==> config.mk <==
export PLATFORM = sky130hd
export DESIGN_NAME = program_loader
export DESIGN_NICKNAME = d
export VERILOG_FILES = /design/src/rtl/program_loader.sv
export SDC_FILE = /design/constraint.sdc
export NUM_CORES = 1
export LEC_CHECK = 0
export CAP_MARGIN = 30
export CORE_ASPECT_RATIO = 0.8
export CORE_UTILIZATION = 39
export DETAILED_ROUTE_END_ITERATION = 10
export PLACE_DENSITY = 0.75
export SLEW_MARGIN = 20
export SYNTH_ARGS = -nofsm -noshare
export SYNTH_HDL_FRONTEND = slang
export SYNTH_SLANG_ARGS = --single-unit
==> constraint.sdc <==
create_clock -name clk -period 2.4 [get_ports clk]
set_input_delay 0.36 -clock clk [delete_from_list [all_inputs] [get_ports clk]]
set_output_delay 0.36 -clock clk [all_outputs]
set_load 0.02 [all_outputs]
==> src/rtl/program_loader.sv <==
// program_loader: packs a UART byte stream (first byte most significant) into
// 32-bit words and writes them to instruction memory at consecutive word
// addresses from 0, stopping on HALT_WORD or when memory is full.
module program_loader #(
  parameter int unsigned ADDR_W    = 8,
  parameter logic [31:0] HALT_WORD = 32'hFFFF_FFFF
) (
  input  logic              clk,
  input  logic              rst,
  input  logic              i_start,
  input  logic [7:0]        i_rx_data,
  input  logic              i_rx_valid,
  output logic              o_program_memory_write,
  output logic [31:0]       o_instruction_write,
  output logic [ADDR_W-1:0] o_address_write,
  output logic              o_busy,
  output logic              o_done,
  output logic              o_overflow
);

  typedef enum logic [1:0] {
    IDLE  = 2'd0,
    RECV  = 2'd1,
    WRITE = 2'd2,
    DONE  = 2'd3
  } state_t;

  localparam logic [ADDR_W-1:0] ADDR_LAST = '1;

  state_t            state;
  logic [31:0]       word;
  logic [ADDR_W-1:0] addr;
  logic [1:0]        byte_cnt;
  logic              overflow;

  // Loader state machine: byte packing, word address and overflow flag.
  always_ff @(posedge clk) begin
    if (rst) begin
      state    <= IDLE;
      word     <= '0;
      addr     <= '0;
      byte_cnt <= 2'd0;
      overflow <= 1'b0;
    end else begin
      case (state)
        IDLE, DONE: begin
          if (i_start) begin
            state    <= RECV;
            addr     <= '0;
            byte_cnt <= 2'd0;
            overflow <= 1'b0;
          end
        end
        RECV: begin
          if (i_rx_valid) begin
            word     <= {word[23:0], i_rx_data};
            byte_cnt <= byte_cnt + 2'd1;
            if (byte_cnt == 2'd3) begin
              state <= WRITE;
            end
          end
        end
        WRITE: begin
          // Halt takes priority; the full check uses addr before any increment.
          if (word == HALT_WORD) begin
            state    <= DONE;
            overflow <= 1'b0;
          end else if (addr == ADDR_LAST) begin
            state    <= DONE;
            overflow <= 1'b1;
          end else begin
            state <= RECV;
            addr  <= addr + ADDR_W'(1);
            // A byte landing in the strobe cycle starts the next word.
            if (i_rx_valid) begin
              word     <= {word[23:0], i_rx_data};
              byte_cnt <= byte_cnt + 2'd1;
            end
          end
        end
        default: state <= IDLE;
      endcase
    end
  end

  // Outputs come straight from state-machine registers only.
  assign o_program_memory_write = (state == WRITE);
  assign o_instruction_write    = word;
  assign o_address_write        = addr;
  assign o_busy                 = (state == RECV) || (state == WRITE);
  assign o_done                 = (state == DONE);
  assign o_overflow             = overflow;

endmodule

# Word-level counts from Yosys, hierarchy flattened
# Cells that the tools add are included.
dict set report classes {
  add_sub_neg 2
  n_eq_ne 12
  mux 23
  reduce_logical 10
}
# operator count
set ops {}
lappend ops {{$mux W32} 3}
lappend ops {{$pmux W32 S2} 1}
lappend ops {{$eq A32 B32 Y1 const B} 1}
lappend ops {{$mux W8} 3}
lappend ops {{$mux W2} 9}
lappend ops {{$pmux W8 S2} 1}
lappend ops {{$pmux W2 S3} 2}
lappend ops {{$reduce_and A3 Y1} 4}
lappend ops {{$ne A2 B2 Y1 const B} 5}
lappend ops {{$add A8 B1 Y8 const B} 1}
lappend ops {{$eq A8 B8 Y1 const B} 1}
lappend ops {{$eq A2 B2 Y1 const B} 3}
lappend ops {{$reduce_and A4 Y1} 1}
lappend ops {{$reduce_bool A2 Y1} 2}
lappend ops {{$mux W1} 3}
lappend ops {{$ne A3 B1 Y1 const B} 1}
lappend ops {{$add A2 B1 Y2 const B} 1}
lappend ops {{$eq A2 B1 Y1 const B} 1}
lappend ops {{$logic_not A2 Y1} 1}
lappend ops {{$pmux W1 S2} 1}
lappend ops {{$reduce_or A2 Y1} 1}
lappend ops {{$logic_or A1 B1 Y1} 1}
dict set report word_totals {
  regBits 45
  in_bits 12
  out_inout_bits 44
  word_cells 52
}

# Logic depth before layout (Yosys ltp)
# Gate-level depths: netlist (run 1).
dict set report logic_depth {
  depth_word 5
  mapped_depth 8
  mapped_depth_nobuf 7
}

# Least setup slack after synthesis (run 1)
# No wires, ideal clock.
dict set report synth_path {
  path_kind {register -> register}
  start {reg state[0]}
  end {reg word[17], in the netlist o_instruction_write[17]}
  setup_time_ns 0.072
  t_arrival_ns 2.094
  required_ns 2.328
  slack_ns 0.235
  stages_incl_launch_ff 9
  n_path_buf 1
  synth_period_minus_slack_ns 2.165
  path_cell_list {dfxtp_1 inv_1 ha_1 and2b_2 a21oi_1 or2_2 a21oi_4 buf_12 mux2i_1}
}
dict set report synth_via {
  elab_chain_len 3
  word_cells_on_any_way 7
  classes_between {eq/ne: 4; mux: 1; reduce/logical: 2}
}
# item line_no
set synth_rtl {}
lappend synth_rtl {{from (decl)} 30} ;# state_t state;
lappend synth_rtl {{from (signal assigned)} 39} ;# state <= IDLE;
lappend synth_rtl {{from (signal assigned)} 48} ;# state <= RECV;
lappend synth_rtl {{from (signal assigned)} 59} ;# state <= WRITE;
lappend synth_rtl {{$eq A2 B2 Y1 or $eq A2 B1 Y1 (tied branches)} 45} ;# case (state)
lappend synth_rtl {{$ne A2 B2 Y1 (no line) or $reduce_bool A2 Y1 (tied branches)} --}
lappend synth_rtl {{$reduce_and A3 Y1 (no line)} --}
lappend synth_rtl {{to (signal assigned)} 56} ;# word <= {word[23:0], i_rx_data};
lappend synth_rtl {{to (signal assigned)} 76} ;# word <= {word[23:0], i_rx_data};
lappend synth_rtl {{to (decl)} 31} ;# logic [31:0] word;
# Parallel ways exist; a longest one is shown, timed or not.
# A chain may end at the register's enable or synchronous reset.

# Worst setup path in the final report (run 1)
dict set report layout_path {
  start {reg state[0]}
  end {out o_busy}
}
dict set report layout_via {
  elab_chain_len 2
  word_cells_on_any_way 3
  classes_between {eq/ne: 2; reduce/logical: 1}
}
# item line_no
set layout_rtl {}
lappend layout_rtl {{$eq A2 B1 Y1 or $eq A2 B2 Y1 (tied branches)} 90} ;# assign o_busy = (state == RECV) || (state == WRITE);
lappend layout_rtl {{$logic_or A1 B1 Y1 *} 90}
lappend layout_rtl {{to (decl)} 16} ;# output logic o_busy,
# Every way passes the cells marked *; elsewhere a longest branch is shown, timed or not.

==> flow_summary.json, run 1 <==
{
  "dp_hpwl_microns": 3680,
  "drtIter0Drc": 120,
  "rsz0062_at_grt": "false",
  "worst_ep_required_time_ns": 2.04,
  "fp.dieW_microns": 86.4,
  "synth_edf_count": 0,
  "holdPathStages": 2,
  "grt_pass1_wl_microns": 8520,
  "layout.nets": 307,
  "p_per_area_nw_per_um2": 496,
  "path_buf_inv": 4,
  "htree_levels": 2,
  "clockRootBuffer": "clkbuf_8",
  "die_area_sq_um": 6010,
  "syn_area_per_cell_sq_um": 9.59,
  "worstPathCellList": "inv_1, ha_1, buf_4, inv_1, clkdlybuf4s50_1",
  "critPathMaxStageDelay_ns": 0.61,
  "setup_slack_ns": 0.0992,
  "critPathCaptureType": "output pin",
  "yosysTopAreaCell": "dfxtp_1",
  "hold_path_class": "reg -> reg",
  "grt_max_degree": 56,
  "grt_pass1_vias": 1756,
  "start_kind": "flip-flop",
  "drive_gt1_share_pct": 6.55,
  "numClockSinks": 45,
  "start_util_pct": 40.7,
  "dr.pass1.iters": 4,
  "grt-ovfl-total": 0,
  "cts_resized": 0,
  "routed_wirelength_microns": 5060,
  "grtUsageTotal_pct": 17.9,
  "antenna_cells": 0,
  "synth.area.top_cells": "dfxtp_1, mux2i_1, nand2b_1",
  "synth.top_cell.area_share_pct": 40.5,
  "io_buffers": 55,
  "postRouteAntennaNets": 0,
  "synth_cell_types": 36,
  "ys_async_sr_fraction_pct": 0,
  "ff2ff_path_depth": 8,
  "synth_area_sq_um": 2220,
  "tightest_slew_ns": 0.457,
  "vias": 1898,
  "ys.warnings.count": 0,
  "cts_tree": "built",
  "maxSlewHeadroom_pct": 69.2,
  "cp_max_fo": 6,
  "ir_drop_v": 0.000239,
  "critPathArrivalTime_ns": 1.94,
  "gp_congestion": 0.779,
  "outcome": "finished clean",
  "clk_latency_ns": 0.30,
  "yosysSeqAreaShare_pct": 40.5,
  "drc": 0,
  "core_area_sq_um": 5470,
  "post_cts_buffers": 0,
  "path_clk_slew_ns": 0.08,
  "fmax_mhz": 435,
  "syn2layout_area_growth_pct": 31.8,
  "wl_per_cell_microns": 13.8,
  "cpMostUsedCell": "inv_1",
  "period_share_pct": 95.9,
  "finalHoldViolations": 0,
  "synthesis.nets": 250,
  "stdcell_count": 368,
  "dp.cells": 360,
  "setup_viol": 0,
  "cts_hold_buf": 0,
  "ctsLongestPathBuffers": 2,
  "crit_family": "buffers and inverters",
  "die_h_microns": 69.6,
  "io_pins": 56,
  "worst-path-stages": 5,
  "fin_skew_ns": 0.00698,
  "crit_type": "reg -> out",
  "cts_buffers": 5,
  "antenna_found_initial": 0,
  "cap_violations": 0,
  "viasPerCell": 5.16,
  "slew_viol_final": 0,
  "slowest_stage": "clkdlybuf4s50_1",
  "leakagePower_nw": 1.01,
  "syn_inst": 232,
  "period_needed_ns": 2.30,
  "post-route-util_pct": 53.6,
  "dp_slack_ns": 0.233,
  "ys.flop_type": "dfxtp_1",
  "ys_ff_latch": 45,
  "final.setup.tns_ns": 0,
  "fill_cells": 527,
  "rows": 24
}
-- metal layers --
layer	share of wire, %	track usage (%)	up-vias
met1	51	26.9	882
met4	1.8	6.11	0
met3	5.1	4.17	9
li1	-	-	954
met2	42	24.8	53
met5	0	0	-
-- report_power, final --
group          internal, mW  switching (mW)
combinational         0.111           0.110
sequential            0.764          0.0156
clock                 0.207           0.247
-- tightest hold or removal path, delay by kind of cell, from the launching register on --
family	cells	cell delay [ns]
DFF	1	0.33
AOI/OAI and AO/OA	1	0.05
and+or+nand+nor	1	0.06
-- final timing paths --
check                                 start                     end  slack [ns]
worst min-delay path            byte_cnt[1]             byte_cnt[1]        0.49
worst max-delay path               state[0]                  o_busy         0.1
worst max register to register     state[0]  o_instruction_write[6]        0.31
worst min register to register  byte_cnt[1]             byte_cnt[1]        0.49
-- cell usage in the layout (no fill, tap or decap), drive strengths merged, types with 5 or more instances in the layout --
master and n:
clkdlybuf4s50 55, dfxtp 45, nand2b 42, mux2i 32, nand4 12, nand2 11, nor2 9, nand3 9
a21oi 8, clkbuf 8, a31oi 7, buf 7, ha 6, inv 5, o211ai 5
-- logic make-up (layout without fill, tap and decap cells) --
logic type / Yosys count / after routing / share of synthesized area (%)
and+or+nand+nor: 99 / 99 / 26.2
buffers and inverters: 17 / 75 / 4.72
DFF: 45 / 45 / 40.5
adders and majority gates: 6 / 6 / 3.37
AOI/OAI and AO/OA: 33 / 33 / 10.8
muxes: 32 / 32 / 14.4
-- Yosys cell counts, types with 2 or more instances --
library cell  instances
o21ai_0               2
nand2b_1             42
inv_1                 5
o311ai_0              4
nand4b_1              3
dfxtp_1              45
o211ai_1              5
a31oi_1               7
nor2b_1               2
nor2_1                9
nor4_1                2
nand3_1               9
ha_1                  6
a21oi_1               7
mux2i_1              32
nand4_1              12
or4_1                 3
nand2_1              11
buf_12                2
clkbuf_1              8
-- through the flow --
step	area (sq um)	hold WS [ns]	power [mW]
after global routing	2930	0.512	1.51
after detailed placement	2850	0.476	1.02
after CTS	2930	0.488	1.47
after global placement	2850	0.479	1.02
final	2930	0.488	1.45
after floorplan	2220	0.447	0.948
-- sequential cells by signal (all words and copies together), names as in the netlist --
signal               cells
byte_cnt                 2
o_overflow               1
o_instruction_write     32
state                    2
o_address_write          8
-- final cells by class --
cell class	count	area, sq um	share of cell area (%)
well taps	78	97.6	3.33
clock buffers	8	80.1	2.73
flip-flops and latches	45	901	30.7
multi-input cells	170	1220	41.6
repair buffers	62	616	21.0
inverters	5	18.8	0.640
No activity file was read; power rests on OpenSTA's default activity.
==> run 2, diff against run 1 <==
--- a/config.mk
+++ b/config.mk
@@ -6,10 +6,10 @@
 export NUM_CORES = 1
 export LEC_CHECK = 0
 export CAP_MARGIN = 30
-export CORE_ASPECT_RATIO = 0.8
+export CORE_ASPECT_RATIO = 1.5
 export CORE_UTILIZATION = 39
 export DETAILED_ROUTE_END_ITERATION = 10
-export PLACE_DENSITY = 0.75
+export PLACE_DENSITY_LB_ADDON = 0.15
 export SLEW_MARGIN = 20
 export SYNTH_ARGS = -nofsm -noshare
 export SYNTH_HDL_FRONTEND = slang
==> flow_summary.json, run 2 (synthesized netlist as in run 1, its figures left out) <==
{
  "period_needed_ns": 2.20,
  "numClockSinks": 45,
  "start_util_pct": 40.5,
  "fp.dieW_microns": 63.7,
  "cp_max_fo": 12,
  "postRouteAntennaNets": 0,
  "p_per_area_nw_per_um2": 534,
  "dp_hpwl_microns": 3710,
  "post-route-util_pct": 54.0,
  "grt_pass1_vias": 1825,
  "cap_violations": 0,
  "viasPerCell": 5.29,
  "htree_levels": 2,
  "antenna_cells": 0,
  "worst_ep_required_time_ns": 2.04,
  "grt_max_degree": 44,
  "drive_gt1_share_pct": 7.24,
  "tightest_slew_ns": 0.516,
  "final_area_sq_um": 2970,
  "syn2layout_area_growth_pct": 33.4,
  "path_clk_slew_ns": 0.09,
  "cts_buffers": 5,
  "leakagePower_nw": 1.04,
  "layout.nets": 307,
  "post_cts_buffers": 0,
  "dp_slack_ns": 0.208,
  "hold_ws_ns": 0.498,
  "antenna_found_initial": 0,
  "ir_drop_v": 0.000314,
  "dr.pass1.iters": 4,
  "grt_pass1_wl_microns": 8600,
  "maxSlewHeadroom_pct": 65.3,
  "io_pins": 56,
  "outcome": "finished clean",
  "start_kind": "flip-flop",
  "final_common_cell": "clkdlybuf4s50_1",
  "hold_path_class": "reg -> reg",
  "largest_reg_flops": 32,
  "fin_skew_ns": 0.00719,
  "stdcell_count": 360,
  "crit_type": "reg -> out",
  "setup_viol": 0,
  "rows": 33,
  "vias": 1904,
  "die_area_sq_um": 6020,
  "clk_latency_ns": 0.29,
  "cts_resized": 0,
  "fmax_mhz": 455,
  "drc": 0,
  "slew_viol_final": 0,
  "critPathArrivalTime_ns": 1.84,
  "clockRootBuffer": "clkbuf_8",
  "grtUsageTotal_pct": 18.2,
  "routed_wirelength_microns": 5130,
  "dpl_cell_area_sq_um": 2850,
  "io_buffers": 55,
  "cts_hold_buf": 0,
  "die_h_microns": 94.5,
  "grt-ovfl-total": 0,
  "core_area_sq_um": 5490,
  "final_cell_mix": "clkdlybuf4s50_1, dfxtp_1, nand2b_1, mux2i_1, nand4_1",
  "final.setup.tns_ns": 0,
  "setup_slack_ns": 0.203,
  "ctsLongestPathBuffers": 2,
  "period_share_pct": 91.5,
  "drtIter0Drc": 113,
  "dp.cells": 352,
  "gp_congestion": 0.780,
  "wl_per_cell_microns": 14.2,
  "cts_tree": "built",
  "critPathCaptureType": "output pin",
  "finalHoldViolations": 0,
  "total_power_mw": 1.58,
  "rsz0062_at_grt": "false"
}
run 2: cell count changes in the layout (fill, tap and decap cells not counted):
cell / before / now
buf_12: 1 / 2
buf_4: 6 / 5
bufinv_16: 0 / 1
clkbuf_1: 3 / 1
clkdlybuf4s50_1: 55 / 54
clkinv_4: 0 / 1
dlymetal6s2s_1: 0 / 1
run 2: layout make-up:
| class | count | area, sq um |
|---|---|---|
| Fill cell | 533 | 2520 |
| Multi-Input combinational cell | 170 | 1220 |
| Sequential cell | 45 | 901 |
| Timing Repair Buffer | 62 | 631 |
| Tap cell | 70 | 87.6 |
| Clock buffer | 6 | 72.6 |
| Clock inverter | 2 | 38.8 |
| Inverter | 5 | 18.8 |
run 2: metal layers:
layer / up-vias / routed length, microns / global-route usage (%) / share of wire, %
met2: 48 / 2680 / 32.4 / 52
met3: 4 / 154 / 3.62 / 3.0
met1: 900 / 2260 / 21.9 / 44
met4: 0 / 36 / 5.11 / 0.70
li1: 952 / - / - / -
met5: - / 0 / 0 / 0
run 2: worst paths after layout:
check,start,endpoint,slack [ns],depth (start not counted)
max reg2reg,state[0],o_instruction_write[25],0.30,8
min reg2reg,o_instruction_write[30],o_instruction_write[30],0.50,2
max,state[0],o_program_memory_write,0.20,3
min,o_instruction_write[30],o_instruction_write[30],0.50,2
run 2: critical path, stage by stage (launching register included):
cell	delay, ns
dfxtp_1	0.36
inv_1	0.07
ha_1	0.42
clkdlybuf4s50_1	0.69
run 2: power by group:
part | internal [mW] | switching [mW] | total (mW) | leakage [nW]
combinational | 0.113 | 0.109 | 0.222 | 0.622
sequential | 0.764 | 0.0153 | 0.779 | 0.364
clock | 0.313 | 0.270 | 0.583 | 0.0554
total | 1.19 | 0.394 | 1.58 | 1.04
==> run 3, diff against run 2 <==
--- a/config.mk
+++ b/config.mk
@@ -9,6 +9,7 @@
 export CORE_ASPECT_RATIO = 1.5
 export CORE_UTILIZATION = 39
 export DETAILED_ROUTE_END_ITERATION = 10
+export MAX_ROUTING_LAYER = met4
 export PLACE_DENSITY_LB_ADDON = 0.15
 export SLEW_MARGIN = 20
 export SYNTH_ARGS = -nofsm -noshare
==> flow_summary.json, run 3 (synthesized netlist as in run 1, its figures left out) <==
{
  "dr.pass1.iters": 4,
  "clockRootBuffer": "clkbuf_8",
  "critPathCaptureType": "output pin",
  "io_buffers": 55,
  "start_kind": "flip-flop",
  "maxSlewHeadroom_pct": 65.3,
  "holdPathStages": 2,
  "r2r_end": "o_instruction_write[25]",
  "p_per_area_nw_per_um2": 534,
  "cts_buffers": 5,
  "p_int_mw": 1.19,
  "htree_levels": 2,
  "vias": 1908,
  "drc": 0,
  "p_comb_share_pct": 14.0,
  "postRouteAntennaNets": 0,
  "post-route-util_pct": 54.0,
  "gp_congestion": 0.790,
  "ctsLongestPathBuffers": 2,
  "ff2ff_path_depth": 8,
  "routed_wirelength_microns": 5140,
  "final_cell_mix": "clkdlybuf4s50_1, dfxtp_1, nand2b_1, mux2i_1, nand4_1",
  "total_power_mw": 1.58,
  "tightest_slew_ns": 0.516,
  "top_usage_layer": "met2",
  "cts_hold_buf": 0,
  "seq_power_share_pct": 49.2,
  "fin_skew_ns": 0.00823,
  "grt_max_degree": 44,
  "path_clk_slew_ns": 0.09,
  "antenna_cells": 0,
  "drtIter0Drc": 120,
  "worstPathCellList": "inv_1, ha_1, clkdlybuf4s50_1",
  "switching_share_pct": 24.9,
  "cts_tree": "built",
  "io_pins": 56,
  "grt-ovfl-total": 0,
  "final.setup.tns_ns": 0,
  "hold_path_class": "reg -> reg",
  "gr-usage-met3_pct": 3.62,
  "clk_latency_ns": 0.30,
  "final_area_sq_um": 2970,
  "grtUsageTotal_pct": 18.8,
  "setup_viol": 0,
  "post_cts_buffers": 0,
  "largest_reg_flops": 32,
  "dpl_cell_area_sq_um": 2850,
  "final_common_cell": "clkdlybuf4s50_1",
  "cp_max_fo": 12,
  "grt_use_met1_pct": 22.0,
  "die_area_sq_um": 6020,
  "use_met2_pct": 32.4,
  "finalHoldViolations": 0,
  "r2r-start": "state[0]",
  "worst_ep_required_time_ns": 2.04,
  "switchingPower_uw": 394,
  "layout.nets": 307,
  "antenna_found_initial": 0,
  "rsz0062_at_grt": "false",
  "dp.cells": 352,
  "core_area_sq_um": 5490,
  "startpoint": "state[0]",
  "critPathMaxStageDelay_ns": 0.69,
  "start_util_pct": 40.5,
  "crit_type": "reg -> out",
  "outcome": "finished clean",
  "leakagePower_nw": 1.04,
  "slew_viol_final": 0,
  "holdPathEnd": "o_instruction_write[30]",
  "die_h_microns": 94.5,
  "viasPerCell": 5.30,
  "hold_ws_ns": 0.498,
  "dp_slack_ns": 0.208,
  "stdcell_count": 360,
  "slowest_stage": "clkdlybuf4s50_1",
  "fp.dieW_microns": 63.7,
  "ir_drop_v": 0.000313,
  "clock_power_share_pct": 36.8,
  "period_needed_ns": 2.19,
  "critPathArrivalTime_ns": 1.83,
  "rows": 33,
  "grt_pass1_vias": 1821,
  "setup_slack_ns": 0.211,
  "hp-start": "o_instruction_write[30]",
  "numClockSinks": 45,
  "drive_gt1_share_pct": 7.24,
  "fmax_mhz": 457,
  "syn2layout_area_growth_pct": 33.4,
  "rrSetupSlack_ns": 0.29,
  "cts_resized": 0,
  "grt_pass1_wl_microns": 8600,
  "period_share_pct": 91.2,
  "wl_per_cell_microns": 14.3,
  "dp_hpwl_microns": 3710,
  "cap_violations": 0
}
[run 3: cell counts in the layout (fill, tap and decap cells not counted)]
No cell type changed its count.
[run 3: power by group through the flow]
stage	Sequential (mW)	Combinational (mW)	Clock [mW]
5_1_grt	0.783	0.240	0.632
6_report	0.779	0.222	0.582
3_3_place_gp	0.797	0.223	0
2_1_floorplan	0.812	0.136	0
3_5_place_dp	0.797	0.223	0
4_1_cts	0.780	0.225	0.599
[run 3: metal layers]
metal | up-vias | share of wire (%)
li1 | 954 | -
met1 | 904 | 44
met2 | 48 | 52
met5 | - | 0
met4 | 0 | 0.49
met3 | 2 | 3.1
[run 3: cell type report]
cell class                 count  area, sq um
inverter                       5         18.8
multi-input combinational    170         1220
sequential                    45          901
clock inverter                 2         38.8
tap                           70         87.6
clock buffer                   6         72.6
fill                         533         2520
timing repair buffer          62          631
[run 3: how the worst max path moves through the flow]
stage | end | slack, ns | cells past startpoint
4_1_cts | o_busy | 0.09 | 5
2_1_floorplan | o_instruction_write[17] | 0.23 | 8
5_1_grt | o_program_memory_write | 0.06 | 3
3_5_place_dp | o_instruction_write[26] | 0.21 | 7
6_report | o_program_memory_write | 0.21 | 3
3_3_place_gp | o_instruction_write[22] | 0.24 | 7
[run 3: critical path, delay by kind of cell (launching register included)]
family	cells	cell delay (ns)
buf+inv	2	0.76
fa+ha+maj	1	0.41
flops	1	0.36
